==> src/rtl/fifo_frame_pkg.sv <==
// Shared constants, state encoding and helpers for the FIFO frame serializer.
package fifo_frame_pkg;

    localparam logic [7:0] FRAME_HEADER = 8'hBC;
    localparam logic [7:0] IDLE_BYTE    = 8'h00;

    typedef enum logic [3:0] {
        S_IDLE = 4'b0001,
        S_LOAD = 4'b0010,
        S_SEND = 4'b0100,
        S_PAD  = 4'b1000
    } state_t;

    // States in which a frame byte (payload or pad) is on the line.
    function automatic logic is_frame_state(input state_t s);
        return (s == S_SEND) || (s == S_PAD);
    endfunction

endpackage

==> src/rtl/fifo_frame_serializer_shifter.sv <==
// Holds the bytes of the current FIFO word not yet emitted, MSB-aligned, and tracks
// which lane of that word is currently on the output.
module word_byte_shifter (
    input  logic        clk,
    input  logic        rst,
    input  logic        load,
    input  logic        shift,
    input  logic [31:0] word,
    output logic [1:0]  lane,
    output logic [7:0]  next_byte
);

    logic [31:0] word_q;

    // Byte 0 leaves on the load edge itself, so only bytes 1..3 are kept.
    always_ff @(posedge clk or negedge rst) begin
        if (!rst) begin
            word_q <= '0;
            lane   <= 2'd0;
        end else if (load) begin
            word_q <= {word[23:0], 8'h00};
            lane   <= 2'd0;
        end else if (shift) begin
            word_q <= {word_q[23:0], 8'h00};
            lane   <= lane + 2'd1;
        end
    end

    assign next_byte = word_q[31:24];

endmodule

==> src/rtl/fifo_frame_serializer.sv <==
// Pops 36-bit FWFT FIFO words and emits fixed-length byte frames, MSB byte first.
// Optional FIFO_FRAME_SER_HDR_INSERT_EN forces byte 0 of every frame to FRAME_HEADER.
//
//   state  | meaning
//   S_IDLE | no burst; waiting for start
//   S_LOAD | burst active, waiting for the first word of a frame
//   S_SEND | shifting word bytes onto fd_out
//   S_PAD  | FIFO ran dry mid-frame; idle bytes keep the frame length intact
module fifo_frame_serializer
    import fifo_frame_pkg::*;
#(
    parameter int FIFO_WIDTH   = 36,
    parameter int FRAME_WIDTH  = 48,
    parameter int NFRAME_WIDTH = 10
) (
    input  logic                    clk,
    input  logic                    rst,
    input  logic                    start,
    input  logic                    stop,
    input  logic [NFRAME_WIDTH-1:0] nframes,
    input  logic                    fifo_empty,
    input  logic [FIFO_WIDTH-1:0]   fifo_dout,
    output logic                    fifo_rd_en,
    output logic [7:0]              fd_out,
    output logic                    fd_valid,
    output logic                    busy,
    output logic                    frame_done,
    output logic                    underrun
);

    localparam int                 CNT_W     = $clog2(FRAME_WIDTH);
    localparam logic [CNT_W-1:0]   LAST_BYTE = CNT_W'(FRAME_WIDTH - 1);

    state_t                  state, state_nxt;
    logic [CNT_W-1:0]        byte_cnt;
    logic [NFRAME_WIDTH-1:0] frames_left;
    logic                    stop_seen;
    logic [1:0]              lane;
    logic [7:0]              next_byte, head_byte, fd_out_nxt;
    logic                    start_ok, in_frame, frame_last, end_burst;
    logic                    frame_pop, mid_pop, starve;
    logic                    unused_bits;

    assign unused_bits = ^fifo_dout[FIFO_WIDTH-1:32];

`ifdef FIFO_FRAME_SER_HDR_INSERT_EN
    assign head_byte = FRAME_HEADER;
`else
    assign head_byte = fifo_dout[31:24];
`endif

    assign start_ok   = (state == S_IDLE) && start && (nframes != '0);
    assign in_frame   = is_frame_state(state);
    assign frame_last = in_frame && (byte_cnt == LAST_BYTE);
    // A stop arriving on the last byte still counts as seen during this frame.
    assign end_burst  = frame_last &&
                        ((frames_left <= NFRAME_WIDTH'(1)) || stop_seen || stop);
    assign frame_pop  = !fifo_empty &&
                        (((state == S_LOAD) && !stop) || (frame_last && !end_burst));
    assign mid_pop    = !fifo_empty && (state == S_SEND) && (lane == 2'd3) && !frame_last;
    assign starve     = fifo_empty && (state == S_SEND) && (lane == 2'd3) && !frame_last;

    always_ff @(posedge clk or negedge rst) begin
        if (!rst) state <= S_IDLE;
        else      state <= state_nxt;
    end

    always_comb begin
        state_nxt = state;
        unique case (state)
            S_IDLE: if (start_ok) state_nxt = S_LOAD;
            S_LOAD: begin
                if (stop)           state_nxt = S_IDLE;
                else if (frame_pop) state_nxt = S_SEND;
            end
            S_SEND, S_PAD: begin
                if (frame_last) begin
                    if (end_burst)      state_nxt = S_IDLE;
                    else if (frame_pop) state_nxt = S_SEND;
                    else                state_nxt = S_LOAD;
                end else if (starve) begin
                    state_nxt = S_PAD;
                end
            end
            default: state_nxt = S_IDLE;
        endcase
    end

    always_comb begin
        fifo_rd_en = frame_pop || mid_pop;
        fd_out_nxt = IDLE_BYTE;
        if (frame_pop)
            fd_out_nxt = head_byte;
        else if (mid_pop)
            fd_out_nxt = fifo_dout[31:24];
        else if ((state == S_SEND) && (state_nxt == S_SEND))
            fd_out_nxt = next_byte;
    end

    word_byte_shifter u_shifter (
        .clk       (clk),
        .rst       (rst),
        .load      (fifo_rd_en),
        .shift     ((state == S_SEND) && !fifo_rd_en),
        .word      (fifo_dout[31:0]),
        .lane      (lane),
        .next_byte (next_byte)
    );

    always_ff @(posedge clk or negedge rst) begin
        if (!rst) begin
            byte_cnt    <= '0;
            frames_left <= '0;
            stop_seen   <= 1'b0;
            fd_out      <= IDLE_BYTE;
            fd_valid    <= 1'b0;
            busy        <= 1'b0;
            frame_done  <= 1'b0;
            underrun    <= 1'b0;
        end else begin
            fd_out     <= fd_out_nxt;
            fd_valid   <= is_frame_state(state_nxt);
            busy       <= (state_nxt != S_IDLE);
            frame_done <= frame_last;

            if (frame_pop)
                byte_cnt <= '0;
            else if (in_frame && !frame_last)
                byte_cnt <= byte_cnt + CNT_W'(1);
            else
                byte_cnt <= '0;

            if (start_ok)
                frames_left <= nframes;
            else if (frame_last && (frames_left != '0))
                frames_left <= frames_left - NFRAME_WIDTH'(1);

            if (state == S_IDLE)
                stop_seen <= 1'b0;
            else if (in_frame && stop)
                stop_seen <= 1'b1;

            if (start_ok)
                underrun <= 1'b0;
            else if (starve)
                underrun <= 1'b1;
        end
    end

endmodule
==> config.mk <==
export PLATFORM = sky130hd
export DESIGN_NAME = fifo_frame_serializer
export DESIGN_NICKNAME = d
export VERILOG_FILES = /design/src/rtl/fifo_frame_pkg.sv /design/src/rtl/fifo_frame_serializer_shifter.sv /design/src/rtl/fifo_frame_serializer.sv
export SDC_FILE = /design/constraint.sdc
export NUM_CORES = 1
export LEC_CHECK = 0
export BUFFER_PORTS_ARGS = -buffer_cell sky130_fd_sc_hd__buf_2
export CAP_MARGIN = 20
export CORE_ASPECT_RATIO = 0.5
export CORE_MARGIN = 2
export CORE_UTILIZATION = 54
export CTS_CLUSTER_DIAMETER = 30
export DETAILED_ROUTE_END_ITERATION = 8
export PLACE_DENSITY = 0.79
export SKIP_LAST_GASP = 1
export SYNTH_ARGS = -nofsm -noshare
export SYNTH_HDL_FRONTEND = slang
export SYNTH_HIERARCHICAL = 1
export SYNTH_SLANG_ARGS = --single-unit
==> constraint.sdc <==
create_clock -name clk -period 3.5 [get_ports clk]
set_clock_uncertainty 0.05 [all_clocks]
set_input_delay 0.875 -clock clk [delete_from_list [all_inputs] [get_ports clk]]
set_output_delay 0.875 -clock clk [all_outputs]
set_load 0.01 [all_outputs]
=== After elaboration in Yosys (flattened, before gate mapping) ===
Index checks and enable logic that the tools add are counted.

* Flip-flop bits (word level): 67
* Input bits: 51
* Output and inout bits: 13
* Word-level logic and storage cells: 83

* Add/sub/neg operators: 3
* Magnitude comparators: 1
* Eq/ne operators: 9
* Multiplexer cells: 23
* Reduce and logical (&&, ||, !) cells: 36

{| class="wikitable"
|+ Operators by type and width
! operator !! number
|-
| $mux W32 || 2
|-
| $mux W8 || 3
|-
| $mux W10 || 2
|-
| $mux W4 || 5
|-
| $reduce_bool A10 Y1 || 2
|-
| $logic_and A1 B1 Y1 || 18
|-
| $mux W6 || 2
|-
| $pmux W4 S3 || 1
|-
| $le A10 B1 Y1 const B || 1
|-
| $sub A10 B1 Y10 const B || 1
|-
| $eq A4 B3 Y1 const B || 2
|-
| $eq A4 B4 Y1 const B || 2
|-
| $reduce_bool A2 Y1 || 4
|-
| $add A6 B1 Y6 const B || 1
|-
| $eq A6 B6 Y1 const B || 1
|-
| $logic_or A1 B1 Y1 || 6
|-
| $mux W3 || 2
|-
| $logic_not A1 Y1 || 5
|-
| $eq A4 B1 Y1 const B || 1
|-
| $eq A4 B2 Y1 const B || 1
|-
| $mux W1 || 4
|-
| $mux W2 || 2
|-
| $ne A4 B1 Y1 const B || 1
|-
| $add A2 B1 Y2 const B || 1
|-
| other kinds (2) || 2
|}

=== Longest topological paths before layout ===
Gate-level depths: netlist of the first run.

* Depth in word-level cells: 17
* Depth in mapped cells: 12
* Mapped depth without buffers: 10

=== Modules after synthesis ===
The synthesis of the first run kept the hierarchy.

{| class="wikitable"
|+ By module, submodules not included
! module !! instances !! cells an instance !! area an instance (µm²) !! sequential area each (µm²)
|-
| fifo_frame_serializer || 1 || 167 || 1711.6 || 827.0
|-
| word_byte_shifter || 1 || 119 || 1232.4 || 650.6
|}

=== Worst setup path before layout of the first run ===
Ideal clock, no wire load.

* Kind: register to output
* Start: register frames_left[0]
* End: output fifo_rd_en
* Arrival: 1724 ps
* Data required time: 2575 ps
* Slack: 851 ps
* Cell stages (with the launch flop): 7
* Buffers on the path: 0
* Cell sequence: dfrtp_1 -> inv_1 -> ha_1 -> or2_2 -> a311oi_1 -> a21oi_2 -> a21oi_4

* Cells in the longest elaborated chain, start to end: 9

{| class="wikitable"
|+ Ends and longest elaborated chain
! element !! RTL line !! RTL
|-
| start: declaration || fifo_frame_serializer.sv:36 || <nowiki>logic [NFRAME_WIDTH-1:0] frames_left;</nowiki>
|-
| start signal: assignment || fifo_frame_serializer.sv:134 || <nowiki>frames_left <= nframes;</nowiki>
|-
| start signal: assignment || fifo_frame_serializer.sv:136 || <nowiki>frames_left <= frames_left - NFRAME_WIDTH'(1);</nowiki>
|-
| $le A10 B1 Y1 || fifo_frame_serializer.sv:57 || <nowiki>((frames_left <= NFRAME_WIDTH'(1)) || stop_seen || stop);</nowiki>
|-
| $logic_or A1 B1 Y1 (2 in series) || fifo_frame_serializer.sv:57 ||
|-
| $logic_and A1 B1 Y1 || fifo_frame_serializer.sv:56 || <nowiki>assign end_burst = frame_last &&</nowiki>
|-
| $logic_not A1 Y1 || fifo_frame_serializer.sv:59 || <nowiki>(((state == S_LOAD) && !stop) || (frame_last && !end_burst));</nowiki>
|-
| $logic_and A1 B1 Y1 || fifo_frame_serializer.sv:59 ||
|-
| $logic_or A1 B1 Y1 || fifo_frame_serializer.sv:59 ||
|-
| $logic_and A1 B1 Y1 || fifo_frame_serializer.sv:58 || <nowiki>assign frame_pop = !fifo_empty &&</nowiki>
|-
| $logic_or A1 B1 Y1 || fifo_frame_serializer.sv:90 || <nowiki>fifo_rd_en = frame_pop || mid_pop;</nowiki>
|-
| end: declaration || fifo_frame_serializer.sv:23 || <nowiki>output logic fifo_rd_en,</nowiki>
|}

No other way between the ends.

=== Final worst setup path of the first run ===
Same ends and word-level chain as after synthesis.

==> flow_metrics.env, run 1 <==
export IMPL_status="finished clean"
export IMPL_use_met2_pct=32.1
export IMPL_numCtsBuffers=9
export IMPL_clk_latency_ps=330
export IMPL_synthesis_nets=341
export IMPL_globalRouteMet3Util_pct=7.38
export IMPL_fin_crit_ps=3220
export IMPL_end_kind="primary output"
export IMPL_synth_distinct_cells=46
export IMPL_synthFlopType="dfrtp_1"
export IMPL_grt_pass1_vias=2060
export IMPL_track_usage_pct=21.1
export IMPL_io_buffers=59
export IMPL_p_leak_nw=1.56
export IMPL_dp_hpwl_mm=4.12
export IMPL_grt_use_met1_pct=28.2
export IMPL_ant_nets=0
export IMPL_setup_worst_path_start="frames_left[0]"
export IMPL_drive_gt1_share_pct=29.1
export IMPL_yosys_warnings=6
export IMPL_dr_pass1_iters=4
export IMPL_htreeDepth=3
export IMPL_crit_required_ps=2570
export IMPL_holdBufCountCts=0
export IMPL_slew_viol_final=0
export IMPL_grt_pass1_wl_mm=9.77
export IMPL_synth_fa_ha_area_share_pct=1.70
export IMPL_ctsResizeCount=0
export IMPL_drtIter0Drc=124
export IMPL_grt_remaining_overflow=0
export IMPL_postCtsSetupRepairBufs=0
export IMPL_power_density_nw_per_um2=615
export IMPL_nets=396
export IMPL_synth_seq_cells=59
export IMPL_synth_top_family_by_area="simple AND/OR/NAND/NOR gates"
export IMPL_antenna_found_initial=0
export IMPL_antennaDiodeCount=0
export IMPL_dp_cells=400
export IMPL_crit_fanout=5
export IMPL_area_growth_pct=16.4
export IMPL_rsz0062_at_grt="false"
export IMPL_synth_edf_count=0
export IMPL_cts_sinks=59
export IMPL_synth_yosys_seq_area_share_pct=50.2
export IMPL_wl_per_cell_um=14.3
export IMPL_top_usage_layer="met2"
export IMPL_max_cap_viol_count=0
export IMPL_ir_worst_vdd_mv=0.285
export IMPL_grt_max_degree=59
export IMPL_async_flop_share_pct=100
export IMPL_timing_rr_start="frames_left[0]"
export IMPL_clk_pin_slew_ps=60
export IMPL_clock_path_buffers=2
export IMPL_via_per_inst=5.36
export IMPL_hp_start="byte_cnt[0]"
export IMPL_hp_class="flop to flop"
export IMPL_die_width_um=108
export IMPL_finalWeightedCongestion=0.838
export IMPL_setup_tns_ps=0
export IMPL_arrival_ps=2300
export IMPL_clockRootBuffer="clkbuf_8"
export IMPL_synthSimpleGateAreaFrac_pct=17.2
export IMPL_finalHoldViolCount=0
export IMPL_startpoint_type="flop"
export IMPL_std_cell_rows=18
export IMPL_synth_compound_area_share_pct=13.4
export IMPL_tritoncts="built"
export IMPL_syn_instance_count=286
export IMPL_drc=0
export IMPL_tightest_slew_ps=928
export IMPL_start_util_pct=57.8
export IMPL_layout_setup_ws_ps=276
export IMPL_layoutNonFillerInstCount=414
export IMPL_pre_cts_ws_ps=637
export IMPL_critical_path_class="flop to primary output"
export IMPL_die_height_um=56.2
export IMPL_relSlewSlack_pct=37.3
export IMPL_wirelength_mm=5.93
export IMPL_pin_count=64
export IMPL_fin_hold_ws_ps=423
export IMPL_setup_viol_count_final=0
export IMPL_syn_area_per_cell_sq_um=10.3
export IMPL_num_vias=2218
export IMPL_period_share_pct=92.1
export IMPL_dieArea_sq_um=6090
export IMPL_synth_xor_area_share_pct=2.97
export IMPL_fmax_ghz=0.310
export IMPL_core_sq_um=5090
export IMPL_synth_mux_area_share_pct=9.22
export IMPL_synth_area_sq_um=2940
[critical path, stage by stage, from the launching register on]
cell and delay [ps]:
dfrtp_1 390, inv_1 100, ha_1 250, or2_2 280, a311oi_1 410, a21oi_2 180
a21oi_4 190, buf_2 160
[kinds of logic after synthesis]
logic type / count (synthesis)
multiplexers: 26
AO/OA/AOI/OAI: 60
flip-flops: 59
AND/OR/NAND/NOR: 102
adder cells (fa/ha/maj): 4
buffers and inverters: 25
XOR/XNOR: 10
[where the power goes]
group / total (mW) / internal (mW) / switching (mW)
Combinational: 0.441 / 0.215 / 0.226
Clock: 0.628 / 0.378 / 0.250
Sequential: 1.04 / 0.889 / 0.151
Total: 2.11 / 1.48 / 0.626
[metal layers]
layer	wire [um]	share of wire [%]
met5	0	0
met1	2830	48
met3	317	5.3
met4	76	1.3
met2	2710	46
[state kept, by name, indices dropped and copies added, names as in the netlist]
signal,count
frames_left,10
u_shifter/word_q,24
frame_done,1
u_shifter/lane,2
fd_valid,1
byte_cnt,6
underrun,1
stop_seen,1
state,4
busy,1
fd_out,8
[final timing paths]
path / endpoint / slack, ps / depth (start not counted)
hold reg to reg: byte_cnt[0] / 420 / 1
setup / recovery: fifo_rd_en / 280 / 7
setup reg to reg: fd_out[3] / 640 / 8
min in group asynchronous: frames_left[5] / 550 / 1
hold / removal: byte_cnt[0] / 420 / 1
max in group asynchronous: state[0] / 2120 / 2
[cells in the mapped netlist, types with 2 or more instances]
library cell / number / area share, %
mux2i_1: 17 / 5.8
a21oi_2: 2 / 0.60
buf_4: 9 / 2.3
nand2b_1: 10 / 2.1
a21oi_1: 4 / 0.68
a221o_1: 3 / 1.0
a21boi_0: 8 / 2.0
o21ai_1: 9 / 1.5
xor2_1: 6 / 1.8
or2_2: 4 / 0.85
mux2_2: 9 / 3.4
nor2_1: 19 / 2.4
nand2_1: 38 / 4.8
xnor2_1: 4 / 1.2
buf_2: 4 / 0.68
inv_1: 5 / 0.64
o21ai_0: 21 / 3.6
and3_1: 7 / 1.5
nand3_1: 7 / 1.2
nor4_1: 5 / 1.1
nand4_1: 4 / 0.85
nor2b_1: 2 / 0.42
o211ai_1: 2 / 0.51
a31oi_1: 2 / 0.42
dfrtp_1: 58 / 49
ha_1: 4 / 1.7
clkbuf_1: 4 / 0.51
[layout by cell type, fill, tap and decap left out, types with 2 or more instances in the layout]
| master | netlist | routed |
|---|---|---|
| a21boi_0 | 8 | 8 |
| a21oi_1 | 4 | 4 |
| a21oi_2 | 2 | 2 |
| a221o_1 | 3 | 3 |
| a31oi_1 | 2 | 2 |
| and3_1 | 7 | 7 |
| buf_2 | 4 | 59 |
| buf_4 | 9 | 4 |
| clkbuf_8 | 0 | 12 |
| clkinv_2 | 1 | 2 |
| dfrtp_1 | 58 | 58 |
| ha_1 | 4 | 4 |
| inv_1 | 5 | 5 |
| mux2_2 | 9 | 9 |
| mux2i_1 | 17 | 17 |
| nand2_1 | 38 | 38 |
| nand2b_1 | 10 | 10 |
| nand3_1 | 7 | 7 |
| nand4_1 | 4 | 4 |
| nor2_1 | 19 | 19 |
| nor4_1 | 5 | 5 |
| o211ai_1 | 2 | 2 |
| o21ai_0 | 21 | 21 |
| o21ai_1 | 9 | 9 |
| or2_2 | 4 | 4 |
| xnor2_1 | 4 | 4 |
| xor2_1 | 6 | 6 |
[final cells by class]
class	count	area (sq um)
Clock buffer	12	165
Clock inverter	2	35.0
Fill cell	432	1660
Inverter	6	23.8
Multi-Input combinational cell	202	1310
Sequential cell	59	1480
Tap cell	70	87.6
Timing Repair Buffer	63	325
[stage by stage]
stage	util, %	instance area [sq um]	total power [mW]
after floorplan	-	2940	1.40
after global placement	63.4	3230	1.46
after CTS	67.3	3430	2.12
final	67.3	3430	2.11
after detailed placement	63.4	3230	1.49
after global routing	67.3	3430	2.24
Power figures use the tool's default switching activity.
==> run 2, diff against run 1 <==
==> constraint.sdc (replaced) <==
create_clock -name clk -period 3.5 [get_ports clk]
set_clock_uncertainty 0.05 [all_clocks]
set_input_delay 0 -clock clk [delete_from_list [all_inputs] [get_ports clk]]
set_output_delay 0 -clock clk [all_outputs]
set_load 0.01 [all_outputs]
==> run 2 against run 1 <==
Effect of this change:
- setup slack better by 360 ps
- sequential power about the same
- critical path type unchanged
- power up 11%
- critical endpoint unchanged
- via count up 9.9%
- die area unchanged
- global-route usage up 2.6 points
- non-clock buffer count up 45
- worst hold slack worse by 360 ps
- core utilization up 10 points
- final area up 15%
- maximum frequency up 12%
- register-to-register slack better by 30 ps
- largest cell class unchanged
==> flow_metrics.env, run 2 (synthesis results as in run 1) <==
export IMPL_num_vias=2437
export IMPL_std_cell_rows=18
export IMPL_ant_nets=0
export IMPL_timing_rr_end="fd_out[1]"
export IMPL_fin_util_pct=77.3
export IMPL_via_per_inst=5.29
export IMPL_final_common_cell="buf_2"
export IMPL_area_growth_pct=33.7
export IMPL_drc=0
export IMPL_period_share_pct=81.9
export IMPL_clock_path_buffers=2
export IMPL_status="finished clean"
export IMPL_slew_viol_final=0
export IMPL_fmax_ghz=0.349
export IMPL_wirelength_mm=6.75
export IMPL_cts_sinks=59
export IMPL_drive_gt1_share_pct=26.1
export IMPL_grt_pass1_vias=2354
export IMPL_postCtsSetupRepairBufs=0
export IMPL_rsz0062_at_grt="false"
export IMPL_grt_pass1_wl_mm=11.1
export IMPL_setup_viol_count_final=0
export IMPL_core_sq_um=5090
export IMPL_reg_top3="u_shifter/word_q (24), frames_left (10), fd_out (8)"
export IMPL_fin_crit_ps=2870
export IMPL_r2r_setup_slack_ps=670
export IMPL_ir_worst_vdd_mv=0.336
export IMPL_setup_worst_path_start="frames_left[0]"
export IMPL_crit_end="fifo_rd_en"
export IMPL_clk_pin_slew_ps=70
export IMPL_numCtsBuffers=9
export IMPL_top_register="u_shifter/word_q"
export IMPL_die_height_um=56.2
export IMPL_dr_pass1_iters=4
export IMPL_wl_per_cell_um=14.6
export IMPL_end_kind="primary output"
export IMPL_crit_fanout=59
export IMPL_antennaDiodeCount=0
export IMPL_finalWeightedCongestion=0.824
export IMPL_die_width_um=108
export IMPL_nets=441
export IMPL_arrival_ps=2820
export IMPL_tightest_slew_ps=827
export IMPL_tritoncts="built"
export IMPL_ctsResizeCount=0
export IMPL_pin_count=64
export IMPL_most_common_layout_cells="buf_2, dfrtp_1, dlygate4sd3_1"
export IMPL_setup_tns_ps=0
export IMPL_drtIter0Drc=158
export IMPL_track_usage_pct=23.8
export IMPL_grt_remaining_overflow=0
export IMPL_clk_latency_ps=340
export IMPL_critical_path_class="flop to primary output"
export IMPL_start_util_pct=57.8
export IMPL_min_delay_path_depth=4
export IMPL_clockRootBuffer="clkbuf_8"
export IMPL_hp_start="start"
export IMPL_timing_rr_start="frames_left[0]"
export IMPL_io_buffers=59
export IMPL_finalHoldViolCount=0
export IMPL_relSlewSlack_pct=44.9
export IMPL_startpoint_type="flop"
export IMPL_p_leak_nw=1.78
export IMPL_dieArea_sq_um=6090
export IMPL_crit_required_ps=3450
export IMPL_dp_hpwl_mm=4.14
export IMPL_holdBufCountCts=45
export IMPL_largest_reg_flops=24
export IMPL_hp_class="input pin to flop"
export IMPL_reg2reg_depth=8
export IMPL_antenna_found_initial=0
export IMPL_max_cap_viol_count=0
export IMPL_htreeDepth=3
export IMPL_power_density_nw_per_um2=595
export IMPL_grt_max_degree=60
export IMPL_fillers=326
-- run 2: cell count changes in the layout (fill, tap and decap cells not counted) --
cell	delta
dlygate4sd3_1	+45
bufinv_16	+2
-- run 2: power by group --
group | internal (mW) | switching (mW) | total, mW
Sequential | 0.889 | 0.152 | 1.04
Combinational | 0.253 | 0.254 | 0.506
Clock | 0.530 | 0.265 | 0.796
-- run 2: final cells by class --
cell class	count	area [sq um]	share of cell area, %
well taps	70	87.6	2.23
flip-flops and latches	59	1480	37.5
repair buffers	108	776	19.7
inverters	6	23.8	0.604
multi-input cells	202	1310	33.3
clock inverters	4	95.1	2.42
clock buffers	12	165	4.20
-- run 2: metal layers --
metal	vias to the layer above	GRT usage [%]	share of wire, %
met1	1164	30.7	47
li1	1201	-	-
met4	0	7.51	1.5
met3	12	6.79	4.2
met2	60	38.8	47
met5	-	0	0
-- run 2: critical path, stage by stage, from the launching register on --
cell      delay [ps]
dfrtp_1          390
inv_1            100
ha_1             260
or2_2            290
a311oi_1         390
a21oi_2          170
a21oi_4          160
buf_4            460
buf_2            230
-- run 2: how the worst min path moves through the flow --
stage,end
after floorplan,busy
after global placement,frames_left[9]
after detailed placement,busy
after CTS,frames_left[8]
after global routing,frames_left[8]
final,frames_left[8]
-- run 2: through the flow --
| stage | cells | hold slack, ps | total power, mW | cell area [sq um] | setup WS (ps) |
|---|---|---|---|---|---|
| after floorplan | 286 | -346 | 1.40 | 2940 | 964 |
| after global placement | 400 | 72.5 | 1.46 | 3230 | 844 |
| after detailed placement | 400 | 88.9 | 1.50 | 3230 | 754 |
| after CTS | 461 | 61.9 | 2.34 | 3940 | 682 |
| after global routing | 461 | 106 | 2.47 | 3940 | 502 |
| final | 461 | 63.1 | 2.34 | 3940 | 633 |
==> run 3, diff against run 2 <==
--- a/config.mk
+++ b/config.mk
@@ -5,14 +5,15 @@
 export SDC_FILE = /design/constraint.sdc
 export NUM_CORES = 1
 export LEC_CHECK = 0
+export ABC_AREA = 1
 export BUFFER_PORTS_ARGS = -buffer_cell sky130_fd_sc_hd__buf_2
 export CAP_MARGIN = 20
 export CORE_ASPECT_RATIO = 0.5
 export CORE_MARGIN = 2
-export CORE_UTILIZATION = 54
+export CORE_UTILIZATION = 49
 export CTS_CLUSTER_DIAMETER = 30
 export DETAILED_ROUTE_END_ITERATION = 8
-export PLACE_DENSITY = 0.79
+export PLACE_DENSITY = 0.76
 export SKIP_LAST_GASP = 1
 export SYNTH_ARGS = -nofsm -noshare
 export SYNTH_HDL_FRONTEND = slang
==> constraint.sdc (replaced) <==
create_clock -name clk -period 2.5 [get_ports clk]
set_clock_uncertainty 0.05 [all_clocks]
set_input_delay 0 -clock clk [delete_from_list [all_inputs] [get_ports clk]]
set_output_delay 0 -clock clk [all_outputs]
set_load 0.01 [all_outputs]
==> run 3 against run 2 <==
Effect of this change:
- via count grew 8.4%
- wire length grew 4.4%
- count of clock-buffer cells in the layout shrank 3
- core utilization shrank 9.1 points
- synthesized area grew 4.1%
- synthesized cell count grew 24%
- critical path depth grew 1
- die area grew 14%
- sequential power grew 42%
- critical path type unchanged
==> flow_metrics.env, run 3 <==
export IMPL_pre_cts_ws_ps=306
export IMPL_hp_class="input pin to flop"
export IMPL_path_cells="inv_1, ha_1, o21ai_1, clkinv_1, nand2_1, nand3_4, a31oi_4, buf_4, buf_2"
export IMPL_cts_sinks=59
export IMPL_clk_pin_slew_ps=60
export IMPL_antenna_found_initial=0
export IMPL_synthFlopType="dfrtp_1"
export IMPL_path_depth=9
export IMPL_fin_crit_ps=2280
export IMPL_dr_pass1_iters=4
export IMPL_setup_viol_count_final=0
export IMPL_antennaDiodeCount=0
export IMPL_timing_rr_end="u_shifter/word_q[28]"
export IMPL_grt_pass1_vias=2522
export IMPL_power_density_nw_per_um2=876
export IMPL_core_sq_um=6060
export IMPL_r2r_setup_slack_ps=280
export IMPL_synthTopCellsByArea="dfrtp_1, nand2_1, nand3_1"
export IMPL_synthesis_nets=411
export IMPL_nets=512
export IMPL_finalHoldViolCount=0
export IMPL_max_cap_viol_count=0
export IMPL_grt_max_degree=25
export IMPL_layout_setup_ws_ps=220
export IMPL_start_util_pct=50.6
export IMPL_startpoint_type="flop"
export IMPL_clk_latency_ps=330
export IMPL_ir_worst_vdd_mv=0.422
export IMPL_fmax_ghz=0.439
export IMPL_drc=0
export IMPL_via_per_inst=4.80
export IMPL_fin_util_pct=68.2
export IMPL_yosysTopAreaCell="dfrtp_1"
export IMPL_dieArea_sq_um=6940
export IMPL_end_kind="primary output"
export IMPL_htreeDepth=3
export IMPL_yosysTopAreaCellShare_pct=47.4
export IMPL_reg_top3="u_shifter/word_q (24), frames_left (10), fd_out (8)"
export IMPL_critPathMaxStageDelay_ps=340
export IMPL_clockRootBuffer="clkbuf_16"
export IMPL_critical_path_top_delay_family="buffers and inverters"
export IMPL_largest_reg_flops=24
export IMPL_crit_fanout=15
export IMPL_track_usage_pct=22.0
export IMPL_numCtsBuffers=9
export IMPL_p_leak_nw=2.07
export IMPL_setup_tns_ps=0
export IMPL_rsz0062_at_grt="false"
export IMPL_drive_gt1_share_pct=24.7
export IMPL_arrival_ps=2230
export IMPL_num_vias=2641
export IMPL_cp_slowest_cell="dfrtp_1"
export IMPL_synth_edf_count=0
export IMPL_setup_worst_path_start="frames_left[0]"
export IMPL_finalWeightedCongestion=0.849
export IMPL_crit_end="fifo_rd_en"
export IMPL_die_width_um=116
export IMPL_clock_path_buffers=2
export IMPL_reg2reg_depth=11
export IMPL_ant_nets=0
export IMPL_tritoncts="built"
export IMPL_synth_yosys_seq_area_share_pct=48.2
export IMPL_synthMostInstantiatedCell="nand2_1"
export IMPL_wirelength_mm=7.05
export IMPL_critical_path_class="flop to primary output"
export IMPL_die_height_um=59.9
export IMPL_dp_hpwl_mm=4.43
export IMPL_drtIter0Drc=164
export IMPL_grt_pass1_wl_mm=11.5
export IMPL_fin_hold_ws_ps=19.3
export IMPL_synth_commonest_cells="nand2_1, dfrtp_1, nand3_1"
export IMPL_grt_remaining_overflow=0
export IMPL_postCtsSetupRepairBufs=0
export IMPL_crit_required_ps=2450
export IMPL_syn_instance_count=356
export IMPL_period_share_pct=91.2
export IMPL_tightest_slew_ps=534
export IMPL_slew_viol_final=0
export IMPL_io_buffers=59
export IMPL_relSlewSlack_pct=64.3
export IMPL_yosys_warnings=6
export IMPL_timing_rr_start="frames_left[0]"
export IMPL_std_cell_rows=20
export IMPL_top_register="u_shifter/word_q"
export IMPL_status="finished clean"
export IMPL_path_buf_inv=4
export IMPL_async_flop_share_pct=100
export IMPL_most_common_layout_cells="nand2_1, buf_2, dfrtp_1"
export IMPL_area_growth_pct=34.8
export IMPL_wl_per_cell_um=12.8
export IMPL_synth_seq_cells=59
export IMPL_final_common_cell="nand2_1"
export IMPL_synth_area_sq_um=3060
export IMPL_syn_area_per_cell_sq_um=8.61
export IMPL_pin_count=64
export IMPL_synth_distinct_cells=41
[run 3: worst reg2reg max path, delay by kind of cell, from the launching register on]
family / cells / cell delay, ps
compound gates: 2 / 290
fa+ha+maj: 1 / 260
buf+inv: 2 / 180
flops: 1 / 340
simple gates: 6 / 1040
[run 3: worst min path at each step]
stage                          end  start  depth (start not counted)  slack (ps)
4_1_cts                   state[1]   stop                          4           9
3_3_place_gp   u_shifter/word_q[9]    rst                          1         -60
6_report                  state[1]   stop                          4          20
5_1_grt                   state[1]   stop                          4          50
2_1_floorplan                 busy    rst                          0        -350
3_5_place_dp   u_shifter/word_q[9]    rst                          1         -60
[run 3: what timing repair did]
action | in CTS | in global routing
resized for setup | 0 | 1
hold buffers | 44 | 0
endpoints found under the hold margin | 66 | 0
endpoints found under the setup margin | 0 | 6
[run 3: per-stage QoR]
| stage | cell area, sq um | total power, mW | instances |
|---|---|---|---|
| floorplan | 3060 | 2.10 | 356 |
| global placement | 3360 | 2.21 | 490 |
| detailed placement | 3360 | 2.25 | 490 |
| CTS | 4130 | 3.64 | 550 |
| global route | 4130 | 3.85 | 550 |
| finish | 4130 | 3.62 | 550 |
[run 3: cells by family after synthesis]
logic type	Yosys count	synth area share, %
AND/OR/NAND/NOR	221	34.5
adder cells (fa/ha/maj)	4	1.63
buffers and inverters	45	8.25
XOR/XNOR	6	1.71
flip-flops	59	48.2
AO/OA/AOI/OAI	21	5.68
[run 3: layout make-up]
| cell class | instances | area [sq um] |
|---|---|---|
| clock buffers | 9 | 225 |
| flip-flops and latches | 59 | 1480 |
| repair buffers | 108 | 773 |
| multi-input cells | 252 | 1330 |
| fillers | 464 | 1930 |
| clock inverters | 7 | 101 |
| well taps | 88 | 110 |
| inverters | 27 | 109 |
[run 3: report_power, final]
part           switching, mW  internal [mW]
Sequential             0.208           1.27
Clock                  0.446          0.877
Combinational          0.472          0.346
Total                   1.13           2.49
[run 3: metal layers]
| metal | global-route usage, % | wire length (um) |
|---|---|---|
| met1 | 27.9 | 3200 |
| met2 | 36.6 | 3400 |
| met3 | 7.00 | 360 |
| met4 | 7.14 | 95 |
| met5 | 0 | 0 |
